### src/rtl/reflet_vga_term_pkg.sv
// Shared constants, state encoding and geometry helpers for the VGA text terminal.
// Geometry functions keep the cell-grid size and counter widths derived in one place.
package reflet_vga_term_pkg;

  localparam logic [7:0] CHAR_BS    = 8'h08;
  localparam logic [7:0] CHAR_LF    = 8'h0A;
  localparam logic [7:0] CHAR_FF    = 8'h0C;
  localparam logic [7:0] CHAR_CR    = 8'h0D;
  localparam logic [7:0] CHAR_SPACE = 8'h20;
  localparam logic [7:0] CHAR_DEL   = 8'h7F;

  typedef enum logic [1:0] {
    CLR_SCREEN,
    CLR_LINE,
    IDLE
  } term_state_t;

  typedef enum logic [2:0] {
    CUR_HOLD,
    CUR_ADVANCE,
    CUR_NEWLINE,
    CUR_BACK,
    CUR_HOME,
    CUR_RETURN
  } cur_cmd_t;

  function automatic int calc_cols(input int h_size, input int bit_reduction);
    return (h_size >> bit_reduction) / 8;
  endfunction

  function automatic int calc_rows(input int v_size, input int bit_reduction);
    return (v_size >> bit_reduction) / 8;
  endfunction

  function automatic int calc_hw(input int h_size, input int bit_reduction);
    return $clog2(h_size / 8) - bit_reduction;
  endfunction

  function automatic int calc_vw(input int v_size, input int bit_reduction);
    return $clog2(v_size / 8) - bit_reduction;
  endfunction

endpackage

### src/rtl/reflet_vga_term_cursor.sv
// Column/row counter over the text grid; used both as the clear-fill walker and the cursor.
// Wraps at the last column into the next row and from the last row back to row 0.
module reflet_vga_term_cursor
  import reflet_vga_term_pkg::*;
#(
  parameter int COLS = 80,
  parameter int ROWS = 60,
  parameter int HW   = 7,
  parameter int VW   = 6
) (
  input  logic          clk,
  input  logic          reset,
  input  cur_cmd_t      cmd,
  output logic [HW-1:0] col,
  output logic [VW-1:0] row,
  output logic          col_last,
  output logic          row_last
);

  localparam logic [HW-1:0] COL_MAX = HW'(COLS - 1);
  localparam logic [VW-1:0] ROW_MAX = VW'(ROWS - 1);
  localparam logic [HW-1:0] COL_ONE = HW'(1);
  localparam logic [VW-1:0] ROW_ONE = VW'(1);

  assign col_last = (col == COL_MAX);
  assign row_last = (row == ROW_MAX);

  // NOTE: sequential state uses non-blocking assignments so every register
  // samples pre-edge values and simulation matches the synthesized flops.
  always_ff @(posedge clk) begin
    if (reset) begin
      col <= '0;
      row <= '0;
    end else begin
      case (cmd)
        CUR_ADVANCE: begin
          if (col_last) begin
            col <= '0;
            row <= row_last ? '0 : row + ROW_ONE;
          end else begin
            col <= col + COL_ONE;
          end
        end
        CUR_NEWLINE: begin
          col <= '0;
          row <= row_last ? '0 : row + ROW_ONE;
        end
        CUR_BACK:   if (col != '0) col <= col - COL_ONE;
        CUR_HOME: begin
          col <= '0;
          row <= '0;
        end
        CUR_RETURN: col <= '0;
        default: ;
      endcase
    end
  end

endmodule

### src/rtl/reflet_vga_term.sv
// Byte-stream terminal front end: interprets control codes, tracks a cursor and
// issues one-cycle cell writes to the text-mode renderer, clearing lines/screen as needed.
module reflet_vga_term
  import reflet_vga_term_pkg::*;
#(
  parameter int h_size        = 640,
  parameter int v_size        = 480,
  parameter int color_depth   = 8,
  parameter int bit_reduction = 0,
  localparam int COLS = calc_cols(h_size, bit_reduction),
  localparam int ROWS = calc_rows(v_size, bit_reduction),
  localparam int HW   = calc_hw(h_size, bit_reduction),
  localparam int VW   = calc_vw(v_size, bit_reduction)
) (
  input  logic                   clk,
  input  logic                   reset,
  input  logic                   char_valid,
  output logic                   char_ready,
  input  logic [7:0]             char_data,
  input  logic [color_depth-1:0] R_fg_in,
  input  logic [color_depth-1:0] G_fg_in,
  input  logic [color_depth-1:0] B_fg_in,
  input  logic [color_depth-1:0] R_bg_in,
  input  logic [color_depth-1:0] G_bg_in,
  input  logic [color_depth-1:0] B_bg_in,
  output logic                   write_en,
  output logic [HW-1:0]          h_txt_out,
  output logic [VW-1:0]          v_txt_out,
  output logic [7:0]             char_out,
  output logic [color_depth-1:0] R_fg_out,
  output logic [color_depth-1:0] G_fg_out,
  output logic [color_depth-1:0] B_fg_out,
  output logic [color_depth-1:0] R_bg_out,
  output logic [color_depth-1:0] G_bg_out,
  output logic [color_depth-1:0] B_bg_out,
  output logic [HW-1:0]          cursor_h,
  output logic [VW-1:0]          cursor_v,
  output logic                   busy
);

  localparam int CW = 3 * color_depth;
  localparam logic [HW-1:0] COL_ONE = HW'(1);

  term_state_t   state, next_state;
  cur_cmd_t      fill_cmd, cur_cmd;
  logic [HW-1:0] fill_col, wr_col;
  logic [VW-1:0] fill_row, wr_row;
  logic          fill_col_last, fill_row_last, cur_col_last, cur_row_last_unused;
  logic          accept, wr_en, wr_from_in;
  logic [7:0]    wr_char;
  logic [CW-1:0] fg_in, bg_in, fg_q, bg_q, fg_out_q, bg_out_q;

  assign fg_in = {R_fg_in, G_fg_in, B_fg_in};
  assign bg_in = {R_bg_in, G_bg_in, B_bg_in};
  assign {R_fg_out, G_fg_out, B_fg_out} = fg_out_q;
  assign {R_bg_out, G_bg_out, B_bg_out} = bg_out_q;

  assign char_ready = (state == IDLE) && !reset;
  assign busy       = (state != IDLE);
  assign accept     = char_valid && char_ready;

  reflet_vga_term_cursor #(.COLS(COLS), .ROWS(ROWS), .HW(HW), .VW(VW)) u_fill (
    .clk(clk), .reset(reset), .cmd(fill_cmd),
    .col(fill_col), .row(fill_row), .col_last(fill_col_last), .row_last(fill_row_last)
  );

  reflet_vga_term_cursor #(.COLS(COLS), .ROWS(ROWS), .HW(HW), .VW(VW)) u_cursor (
    .clk(clk), .reset(reset), .cmd(cur_cmd),
    .col(cursor_h), .row(cursor_v), .col_last(cur_col_last), .row_last(cur_row_last_unused)
  );

  // NOTE: every signal driven here gets a default first, so no path leaves
  // a value held and no latch is inferred.
  always_comb begin
    next_state = state;
    fill_cmd   = CUR_HOLD;
    cur_cmd    = CUR_HOLD;
    wr_en      = 1'b0;
    wr_col     = fill_col;
    wr_row     = fill_row;
    wr_char    = CHAR_SPACE;
    wr_from_in = 1'b0;
    case (state)
      CLR_SCREEN: begin
        wr_en = 1'b1;
        if (fill_col_last && fill_row_last) begin
          next_state = IDLE;
          fill_cmd   = CUR_HOME;
        end else begin
          fill_cmd = CUR_ADVANCE;
        end
      end
      CLR_LINE: begin
        wr_en  = 1'b1;
        wr_row = cursor_v;
        // Home instead of advancing past the last column keeps the walker parked at (0,0).
        if (fill_col_last) begin
          next_state = IDLE;
          fill_cmd   = CUR_HOME;
        end else begin
          fill_cmd = CUR_ADVANCE;
        end
      end
      IDLE: begin
        if (accept) begin
          wr_from_in = 1'b1;
          wr_col     = cursor_h;
          wr_row     = cursor_v;
          case (char_data)
            CHAR_CR: cur_cmd = CUR_RETURN;
            CHAR_LF: begin
              cur_cmd    = CUR_NEWLINE;
              next_state = CLR_LINE;
            end
            CHAR_BS: begin
              if (cursor_h != '0) begin
                cur_cmd = CUR_BACK;
                wr_en   = 1'b1;
                wr_col  = cursor_h - COL_ONE;
              end
            end
            CHAR_FF: begin
              cur_cmd    = CUR_HOME;
              next_state = CLR_SCREEN;
            end
            default: begin
              if (char_data >= CHAR_SPACE && char_data != CHAR_DEL) begin
                wr_en   = 1'b1;
                wr_char = char_data;
                cur_cmd = CUR_ADVANCE;
                if (cur_col_last) next_state = CLR_LINE;
              end
            end
          endcase
        end
      end
      default: next_state = CLR_SCREEN;
    endcase
  end

  always_ff @(posedge clk) begin
    if (reset) begin
      state     <= CLR_SCREEN;
      write_en  <= 1'b0;
      h_txt_out <= '0;
      v_txt_out <= '0;
      char_out  <= CHAR_SPACE;
      fg_q      <= '1;
      bg_q      <= '0;
      fg_out_q  <= '1;
      bg_out_q  <= '0;
    end else begin
      state    <= next_state;
      write_en <= wr_en;
      if (accept) begin
        fg_q <= fg_in;
        bg_q <= bg_in;
      end
      // Writes caused by an accept carry the colours sampled with that byte.
      if (wr_en) begin
        h_txt_out <= wr_col;
        v_txt_out <= wr_row;
        char_out  <= wr_char;
        fg_out_q  <= wr_from_in ? fg_in : fg_q;
        bg_out_q  <= wr_from_in ? bg_in : bg_q;
      end
    end
  end

endmodule
### config.mk
export PLATFORM = sky130hd
export DESIGN_NAME = reflet_vga_term
export DESIGN_NICKNAME = d
export VERILOG_FILES = /design/src/rtl/reflet_vga_term_pkg.sv /design/src/rtl/reflet_vga_term_cursor.sv /design/src/rtl/reflet_vga_term.sv
export SDC_FILE = /design/constraint.sdc
export NUM_CORES = 1
export LEC_CHECK = 0
export CAP_MARGIN = 20
export CORE_MARGIN = 4
export CORE_UTILIZATION = 46
export CTS_BUF_LIST = sky130_fd_sc_hd__clkbuf_16
export CTS_CLUSTER_DIAMETER = 40
export DETAILED_ROUTE_END_ITERATION = 6
export PLACE_DENSITY = 0.69
export SLEW_MARGIN = 20
export SYNTH_ARGS = -nofsm -noshare
export SYNTH_HDL_FRONTEND = slang
export SYNTH_HIERARCHICAL = 1
export SYNTH_SLANG_ARGS = --single-unit
### constraint.sdc
create_clock -name clk -period 4.75 [get_ports clk]
set_input_delay 0.7125 -clock clk [delete_from_list [all_inputs] [get_ports clk]]
set_output_delay 0.7125 -clock clk [all_outputs]
set_load 0.02 [all_outputs]
# Word-level counts from Yosys, hierarchy flattened
# Cells that the tools add are included.
# word_totals
memories	0
reg_bits	146
wordCells	118
inputBits	59
latch_bits	0
out_inout_bits	85
ram_bits	0
rom_bits	0
# op_classes
eq_ne	31
magnitude_cmp	1
bitwise_logic	0
mux	45
reduce_logical	22
shift	0
n_mul	0
n_div	0
n_addsub	6
# ops
op	count
$mux 7	7
$mux 24	2
$pmux 7 s3	2
$pmux 6 s3	2
$eq 8x4->1 const B	4
$mux 8	4
$mux 6	5
$add 7x1->7 const B	2
$eq 7x7->1 const B	2
$ne 2x2->1 const B	7
$reduce_bool 7->1	2
$sub 7x1->7 const B	2
$add 6x1->6 const B	2
$eq 3x2->1 const B	4
$eq 3x3->1 const B	4
$eq 6x6->1 const B	2
$mux 2	6
$mux 3	4
$pmux 2 s3	2
$pmux 3 s4	1
$pmux 6 s2	1
$reduce_bool 3->1	4
$reduce_or 3->1	3
$ge 8x6->1 const B	1
17 further kinds	30

# Depth between registers and ports, before layout
# Gate-level depths: netlist (run 1).
# logic_depth
word_depth	9
mapped_depth	13
ltp_nobuf	10

# By module
# The synthesis (run 1) kept the hierarchy.
# by_module_without_submodules
module	cells_each	n_inst	seq_area_each_um2	area_each_um2
reflet_vga_term	569	1	2402.3	5388.9
reflet_vga_term_cursor at u_cursor	138	1	260.2	1067.3
reflet_vga_term_cursor at u_fill	128	1	260.2	1013.5

# Worst setup path before layout (run 1)
# OpenSTA, ideal clock, no wires.
# synth_path
kind	input to register
start	input reset
end	register u_cursor.col[3]
setup_time_ps	87
required_time_ps	4663
stages	12
path_buffers	4
t_arrival_ps	3378
slack_ps	1285
cell_sequence	buf_2 -> inv_2 -> and3_1 -> clkbuf_1 -> clkbuf_1 -> nand3_1 -> nor4_1 -> buf_2 -> nor3_1 -> a221o_1 -> or3_1 -> a221oi_2
# synth_between
elab_chain_cells	8
word_cells_on_any_way	13
classes_between	5 x eq/ne; 3 x mux; 5 x reduce/logical
# synth_rtl
item	line	rtl
start: declaration	reflet_vga_term.sv:16	input logic reset,
$logic_not 1->1 (*)	reflet_vga_term.sv:58	assign char_ready = (state == IDLE) && !reset;
$logic_and 1x1->1 (*)	reflet_vga_term.sv:58	
$logic_and 1x1->1 (*)	reflet_vga_term.sv:60	assign accept = char_valid && char_ready;
$mux 3 (*)	reflet_vga_term.sv:105	if (accept) begin
$mux 3 (*)	reflet_vga_term.sv:83	case (state)
named net cur_cmd[1]	reflet_vga_term.sv:45	cur_cmd_t fill_cmd, cur_cmd;
$eq 3x3->1 / $eq 3x2->1 (equally long branches)	reflet_vga_term_cursor.sv:35	case (cmd)
$reduce_or 3->1 (no line)	--	
$pmux 7 s3 / $reduce_bool 3->1 (equally long branches)	--	
end signal: assignment	reflet_vga_term_cursor.sv:41	col <= col + COL_ONE;
end signal: assignment	reflet_vga_term_cursor.sv:48	CUR_BACK: if (col != '0) col <= col - COL_ONE;
end: declaration	reflet_vga_term_cursor.sv:14	output logic [HW-1:0] col,
# The timed path passes the listed nets; every way through them passes the cells marked *.
# A chain may end at the register's enable or synchronous reset.

# Worst setup path in the final report (run 1)
# layout_path
start	input char_data[0]
end	register u_cursor.col[3]
# layout_between
elab_chain_cells	9
word_cells_on_any_way	19
classes_between	1 x order compare; 10 x eq/ne; 5 x mux; 3 x reduce/logical
# layout_rtl
item	line	rtl
start: declaration	reflet_vga_term.sv:19	input logic [7:0] char_data,
$ge 8x6->1 / $ne 8x7->1 (equally long branches)	reflet_vga_term.sv:127	if (char_data >= CHAR_SPACE && char_data != CHAR_DEL) begin
$logic_and 1x1->1	reflet_vga_term.sv:127	
$mux 1	reflet_vga_term.sv:127	
$pmux 3 s4 (*)	reflet_vga_term.sv:109	case (char_data)
$mux 3 (*)	reflet_vga_term.sv:105	
$mux 3 (*)	reflet_vga_term.sv:83	
named net cur_cmd[0]	reflet_vga_term.sv:45	
$eq 3x3->1 / $eq 3x2->1 (equally long branches)	reflet_vga_term_cursor.sv:35	
$reduce_or 3->1 (no line)	--	
$pmux 7 s3 / $reduce_bool 3->1 (equally long branches)	--	
# Marked as above.

==> out/results.env, run 1 <==
FIN_WS_NS=1.16
MEAN_AREA_PER_SYNTHESIZED_CELL_SQ_UM=8.95
MAX_SLEW.WORST_PIN.SLEW_NS=0.794
FILLERINSTANCES=1436
SYNTHESIS.YOSYS.WARNINGS=6
HOLD_PATH_STARTPOINT='char_out[0]'
TIMING.HOLD.WORST.CLASS='reg2reg'
ROUTABILITYCONGESTION=0.858
CRIT_PATH_MAX_FANOUT=11
CP_CELL_SEQUENCE='clkdlybuf4s50_1, and4_1, a21oi_1, and2_1, nor2_1, nor2_1, nor3_1, a221o_1, or3_1, a221oi_2'
RR_STARTPOINT='u_cursor/col[0]'
HOLD_CRIT_ENDPOINT='char_out[0]'
FLOORPLAN.INITIALDENSITY_PCT=47.0
POWERDENSITY_nW_PER_UM2=312
CTS_REPAIR_RESIZE_COUNT=0
TIMING_MAX_TRANSITION_VIOLATIONS_FINAL=0
DRT_FIRST_PASS_ITERS=5
CRIT_TOP_CELL='nor2_1'
HTREEDEPTH=4
CLK-INSERTION-DELAY-LATE_NS=0.42
NETLIST_INSTANCES=834
AREA_GROWTH_SYN_TO_LAYOUT_PCT=26.9
WORST_R2R_PATH_DEPTH=7
CLK_PIN_SLEW_NS=0.07
DETAILROUTE.VIA_COUNT=6400
FINAL-SETUP-VIOL-COUNT=0
POST-ROUTE-DRC-COUNT=0
CTS_TREE='yes'
NNETSFINAL=1025
CRITICAL_PATH.STARTPOINT_TYPE='input pin'
GRT_SETUP_UNREPAIRED='false'
POWER_LEAKAGE_nW=3.43
POST-DP-HPWL_UM=12800
HOLD_PATH_DEPTH=2
CRITICALPATHCATEGORY='in2reg'
OUTCOME='complete, no violations'
MAX_FREQ_MHz=279
CORE_REGION_AREA_SQ_UM=15900
WORST_PATH_MAX_DELAY_CELL='clkdlybuf4s50_1'
FIRST_GLOBAL_VIAS=6099
SEQ_AREA_SQ_UM=2920
RELSLEWSLACK_PCT=47.1
GRT.TOTAL_USAGE_PCT=20.7
CTS_SETUP_BUFFERS=0
DRTITER0DRC=429
SHARE_OF_THE_CYCLE_NEEDED_BY_THE_CRITICAL_PATH_AFTER_ROUTING_PCT=75.5
FP.DIEAREA_SQ_UM=18300
LAYOUT_CELLS_SIZED_ABOVE_1_PCT=14.5
AREA_OCCUPIED_BY_MULTI_INPUT_GATES_SQ_UM=4120
TOTAL_INSERTED_ANTENNA_CELLS=0
GRT_MAX_DEGREE=74
DIE_WIDTH_UM=135
PLACEMENT_ROWS=46
CTS_BUFFERS=17
GRT_FIRST_PASS_WIRELENGTH_UM=30900
DETAIL-ROUTE-ANTENNA-NETS=0
TIMING.FINAL.HOLD_VIOLATIONS=0
WORST_R2R_ENDPOINT='bg_out_q[0]'
DIEHEIGHT_UM=135
NUMPORTBUFFERS=143
FLOORPLAN.IO_PINS=144
HOLDWS_NS=0.457
VDD.IR_DROP.WORST_mV=0.263
GRT_OVERFLOW=0
DP_WORST_SETUP_SLACK_NS=0.756
CLOCK_SINK_COUNT=146
ROOT_BUFFER='clkbuf_16'
RRSETUPSLACK_NS=1.48
CRIT_PATH_END_KIND='flop'
WORST-ENDPOINT-ARRIVAL_NS=3.93
WIRE_PER_INST_UM=16.1
POST-ROUTE-MIN-PERIOD_NS=3.59
MAX_STAGE_DELAY_NS=0.59
VIAS_PER_CELL=5.42
NETLIST_AREA_BEFORE_PLACEMENT_SQ_UM=7470
CTS_HOLD_REPAIR.BUFFERS=0
ROUTED_WL_UM=19000
MAXCAP_VIOLATIONS=0
WORST_CLOCK_SKEW_NS=0.00822
TIMING.CRITICAL_PATH.REQUIRED_NS=5.09
CTS.PATH.MAX_BUFFERS=2
SETUP-TNS-FINAL_NS=0
GRT_ANTENNA_BEFORE_REPAIR=0
registers in the layout, indices dropped and copies added (netlist names):
name and flops:
bg_out_q 24, bg_q 24, char_out 8, fg_out_q 24
fg_q 24, h_txt_out 7, state 2, u_cursor/col 7
u_cursor/row 6, u_fill/col 7, u_fill/row 6, v_txt_out 6
write_en 1
cells in the final DEF (no fill, tap or decap), types with 4 or more instances in the layout:
cell type,n
a311oi_1,4
a211oi_1,16
inv_6,7
a22oi_1,9
mux2i_1,8
nand3_1,38
nor3b_1,4
clkdlybuf4s50_1,142
mux2_2,4
o22ai_1,5
clkbuf_16,17
o211ai_1,4
nor2b_1,34
nand3b_1,6
mux2_4,46
o21ai_0,31
a221oi_1,4
dfxtp_1,146
nand2b_1,10
ha_1,14
xnor2_1,4
or2_2,28
buf_4,10
nand2_1,125
a21oi_1,55
inv_1,26
or3_1,7
conb_1,4
o31ai_1,5
or4_1,7
o311ai_0,4
nor2_1,32
nor3_1,19
nor4_1,8
power breakdown:
group / leakage (nW) / switching [mW] / internal (mW)
combinational: 1.98 / 0.178 / 0.176
sequential: 1.18 / 0.0638 / 1.26
clock: 0.279 / 0.587 / 0.695
total: 3.43 / 0.829 / 2.13
layer usage:
metal	vias up	routed length [um]	track usage, %
met5	-	0	0
met4	0	242	5.49
met3	20	1100	4.61
met2	190	8450	32.1
met1	2983	9200	29.1
li1	3207	-	-
worst max path at each step:
| stage | from | to | slack [ns] |
|---|---|---|---|
| 2_1_floorplan | reset | u_cursor/col[3] | 1.29 |
| 3_3_place_gp | char_data[2] | u_cursor/col[4] | 0.82 |
| 3_5_place_dp | char_data[2] | u_cursor/col[4] | 0.76 |
| 4_1_cts | char_data[2] | u_cursor/col[4] | 1.20 |
| 5_1_grt | char_data[0] | u_cursor/col[4] | 0.84 |
| 6_report | char_data[0] | u_cursor/col[3] | 1.16 |
metrics by stage:
stage | power (mW) | instance area (sq um) | cells | utilization, %
after global placement | 1.70 | 8910 | 1149 | 56.1
after detailed placement | 1.70 | 8910 | 1149 | 56.1
final | 2.96 | 9480 | 1181 | 59.7
after CTS | 2.98 | 9480 | 1181 | 59.7
after global routing | 3.08 | 9480 | 1181 | 59.7
after floorplan | 1.57 | 7480 | 837 | -
worst max-delay path: cells and delay by family:
kind | cells | cell delay, ns
simple gates | 6 | 1.72
compound gates | 3 | 0.90
buf+inv | 1 | 0.59
final cells by class:
| cell class | count | share of cell area (%) |
|---|---|---|
| clock buffers | 17 | 4.49 |
| well taps | 216 | 2.85 |
| inverters | 27 | 1.07 |
| multi-input cells | 608 | 43.5 |
| flip-flops and latches | 146 | 30.8 |
| clock inverters | 15 | 1.49 |
| repair buffers | 152 | 15.8 |
Power figures use the tool's default switching activity.
==> run 2: changes to the inputs <==
clock period = 3.7 ns   (was 4.75 ns; I/O delays follow)
==> out/results.env, run 2 (synthesis results as in run 1) <==
CTS.PATH.MAX_BUFFERS=2  # unchanged
FINAL-SETUP-VIOL-COUNT=0  # unchanged
OUTCOME='complete, no violations'
CTS_TREE='yes'
CTS_SETUP_BUFFERS=0  # unchanged
TIMING.CRITICAL_PATH.REQUIRED_NS=4.02  # -1.07 ns
GRT.TOTAL_USAGE_PCT=21.7  # +0.98 points
TOTAL_INSERTED_ANTENNA_CELLS=0  # unchanged
POWER_REPORT.INTERNAL_TOTAL_mW=2.74  # +29%
SHARE_OF_THE_CYCLE_NEEDED_BY_THE_CRITICAL_PATH_AFTER_ROUTING_PCT=87.2
ROUTABILITYCONGESTION=0.883  # +2.9%
SWSHARE_PCT=28.1  # +0.085 points
FINAL_CORE_UTIL_PCT=60.4  # +0.72 points
GRT_MAX_DEGREE=78  # +5.4%
GROUTE.LAYER.MET3.USAGE_PCT=5.98  # +1.4 points
VDD.IR_DROP.WORST_mV=0.289  # +9.9%
AREA_GROWTH_SYN_TO_LAYOUT_PCT=28.5
GRT_SETUP_UNREPAIRED='false'
POWER.SHARE.COMBINATIONAL_PCT=12.2  # +0.2 points
NNETSFINAL=1040  # +1.5%
FIN_WS_NS=0.472  # -0.691 ns
TIMING.HOLD.WORST.CLASS='reg2reg'
GRT.BUSIEST_LAYER='met2'
TIMING.FINAL.HOLD_VIOLATIONS=0  # unchanged
DIEHEIGHT_UM=135  # unchanged
WORST-ENDPOINT-ARRIVAL_NS=3.55  # -0.38 ns
GRT_ANTENNA_BEFORE_REPAIR=0  # unchanged
POWER_FRAC_CLOCK_PCT=43.0  # -0.3 points
DETAILROUTE.VIA_COUNT=6504  # +1.6%
MAXCAP_VIOLATIONS=0  # unchanged
VIAS_PER_CELL=5.44  # +0.35%
CORE_REGION_AREA_SQ_UM=15900  # unchanged
CTS_BUFFERS=17  # unchanged
GRT.MET2_USAGE_PCT=33.1  # +0.94 points
FLOORPLAN.IO_PINS=144  # unchanged
CLK_PIN_SLEW_NS=0.06  # about the same
FIRST_GLOBAL_VIAS=6206  # +1.8%
WORST_CLOCK_SKEW_NS=0.0112  # +0.00300 ns
CTS_HOLD_REPAIR.BUFFERS=0  # unchanged
LAYOUT_COMMONEST_CELL='dfxtp_1'
POWER.SEQUENTIAL.FRACTION_PCT=44.7  # about the same
DRT_FIRST_PASS_ITERS=6  # +1
GRT_FIRST_PASS_WIRELENGTH_UM=32400  # +4.9%
TIMING.CRITICAL_PATH.FROM='char_data[7]'
ROOT_BUFFER='clkbuf_16'
CRITICALPATHCATEGORY='in2reg'
DRTITER0DRC=531  # +24%
CRIT_PATH_END_KIND='flop'
HTREEDEPTH=4  # unchanged
NUMPORTBUFFERS=143  # unchanged
ROUTED_WL_UM=19600  # +3.2%
DETAIL-ROUTE-ANTENNA-NETS=0  # unchanged
POWERDENSITY_nW_PER_UM2=397  # +27%
DP_WORST_SETUP_SLACK_NS=0.0795  # -0.676 ns
PLACEMENT_ROWS=46  # unchanged
HOLD_PATH_STARTPOINT='char_out[3]'
MAX_FREQ_MHz=310
CRITICAL_PATH.STARTPOINT_TYPE='input pin'
RR_STARTPOINT='state[0]'
POWER_LEAKAGE_nW=3.51  # +2.1%
TIMING_MAX_TRANSITION_VIOLATIONS_FINAL=0  # unchanged
GLOBAL_ROUTING_MET1_RESOURCE_UTILIZATION_PCT=30.2  # +1.1 points
GRT_OVERFLOW=0  # unchanged
RELSLEWSLACK_PCT=46.9  # -0.19 points
CLOCK_SINK_COUNT=146  # unchanged
LAYOUT_CELLS_SIZED_ABOVE_1_PCT=15.8  # +1.3 points
CLK-INSERTION-DELAY-LATE_NS=0.42  # about the same
POST-ROUTE-MIN-PERIOD_NS=3.23
SETUP-TNS-FINAL_NS=0  # unchanged
CTS_REPAIR_RESIZE_COUNT=0  # unchanged
POST-DP-HPWL_UM=13200  # +3.4%
POST-ROUTE-DRC-COUNT=0  # unchanged
NETSWITCHINGPOWER_mW=1.07  # +29%
MAX_SLEW.WORST_PIN.SLEW_NS=0.797  # +0.00283 ns
CRIT_PATH_MAX_FANOUT=7  # -4
DIE_WIDTH_UM=135  # unchanged
FLOORPLAN.INITIALDENSITY_PCT=47.0  # unchanged
LAYOUT_COMMON_CELLS='dfxtp_1 (146), clkdlybuf4s50_1 (142), nand2_1 (125), a21oi_1 (55), mux2_4 (46)'
FP.DIEAREA_SQ_UM=18300  # unchanged
WIRE_PER_INST_UM=16.4  # +1.9%
run 2: changes by cell type in the layout (fill, tap and decap cells not counted), sizes merged:
| cell | delta |
|---|---|
| inv | -1 |
| clkinvlp | +1 |
| buf | +15 |
run 2: worst paths after layout:
kind	slack, ns	cells past startpoint	end
worst max-delay path	0.47	9	u_cursor/col[3]
worst min-delay path	0.46	2	char_out[3]
worst max register to register	0.75	10	u_cursor/col[3]
worst min register to register	0.46	2	char_out[3]
run 2: area by class of cell:
class	count	area, sq um
inverter	27	101
clock buffer	17	425
tap	216	270
timing repair buffer	167	1610
multi-input combinational	608	4120
clock inverter	15	143
fill	1398	6290
sequential	146	2920
run 2: through the flow:
step | power (mW) | instance area, sq um | hold slack (ns) | std cells
after floorplan | 2.02 | 7480 | 0.433 | 837
after global placement | 2.19 | 9020 | 0.446 | 1164
after detailed placement | 2.19 | 9020 | 0.453 | 1164
after CTS | 3.84 | 9590 | 0.461 | 1196
after global routing | 3.98 | 9590 | 0.481 | 1196
final | 3.81 | 9590 | 0.459 | 1196
run 2: power groups by stage:
stage	Combinational, mW	Sequential, mW	Clock (mW)
3_5_place_dp	0.453	1.74	0
6_report	0.467	1.70	1.64
5_1_grt	0.511	1.72	1.75
2_1_floorplan	0.304	1.71	0
3_3_place_gp	0.450	1.74	0
4_1_cts	0.459	1.70	1.68
run 2: worst max-delay path: stages:
cell and delay [ns]:
clkdlybuf4s50_1 0.52, or4b_4 0.60, nor4_4 0.30, nor2_1 0.10, nor2_1 0.33, nor3_1 0.11, a221o_1 0.36, or3_1 0.40
a221oi_2 0.26
run 2: per-layer routing:
metal / routed length, um / share of wire (%)
met1: 9210 / 47
met4: 311 / 1.6
met2: 8650 / 44
met3: 1440 / 7.3
met5: 0 / 0
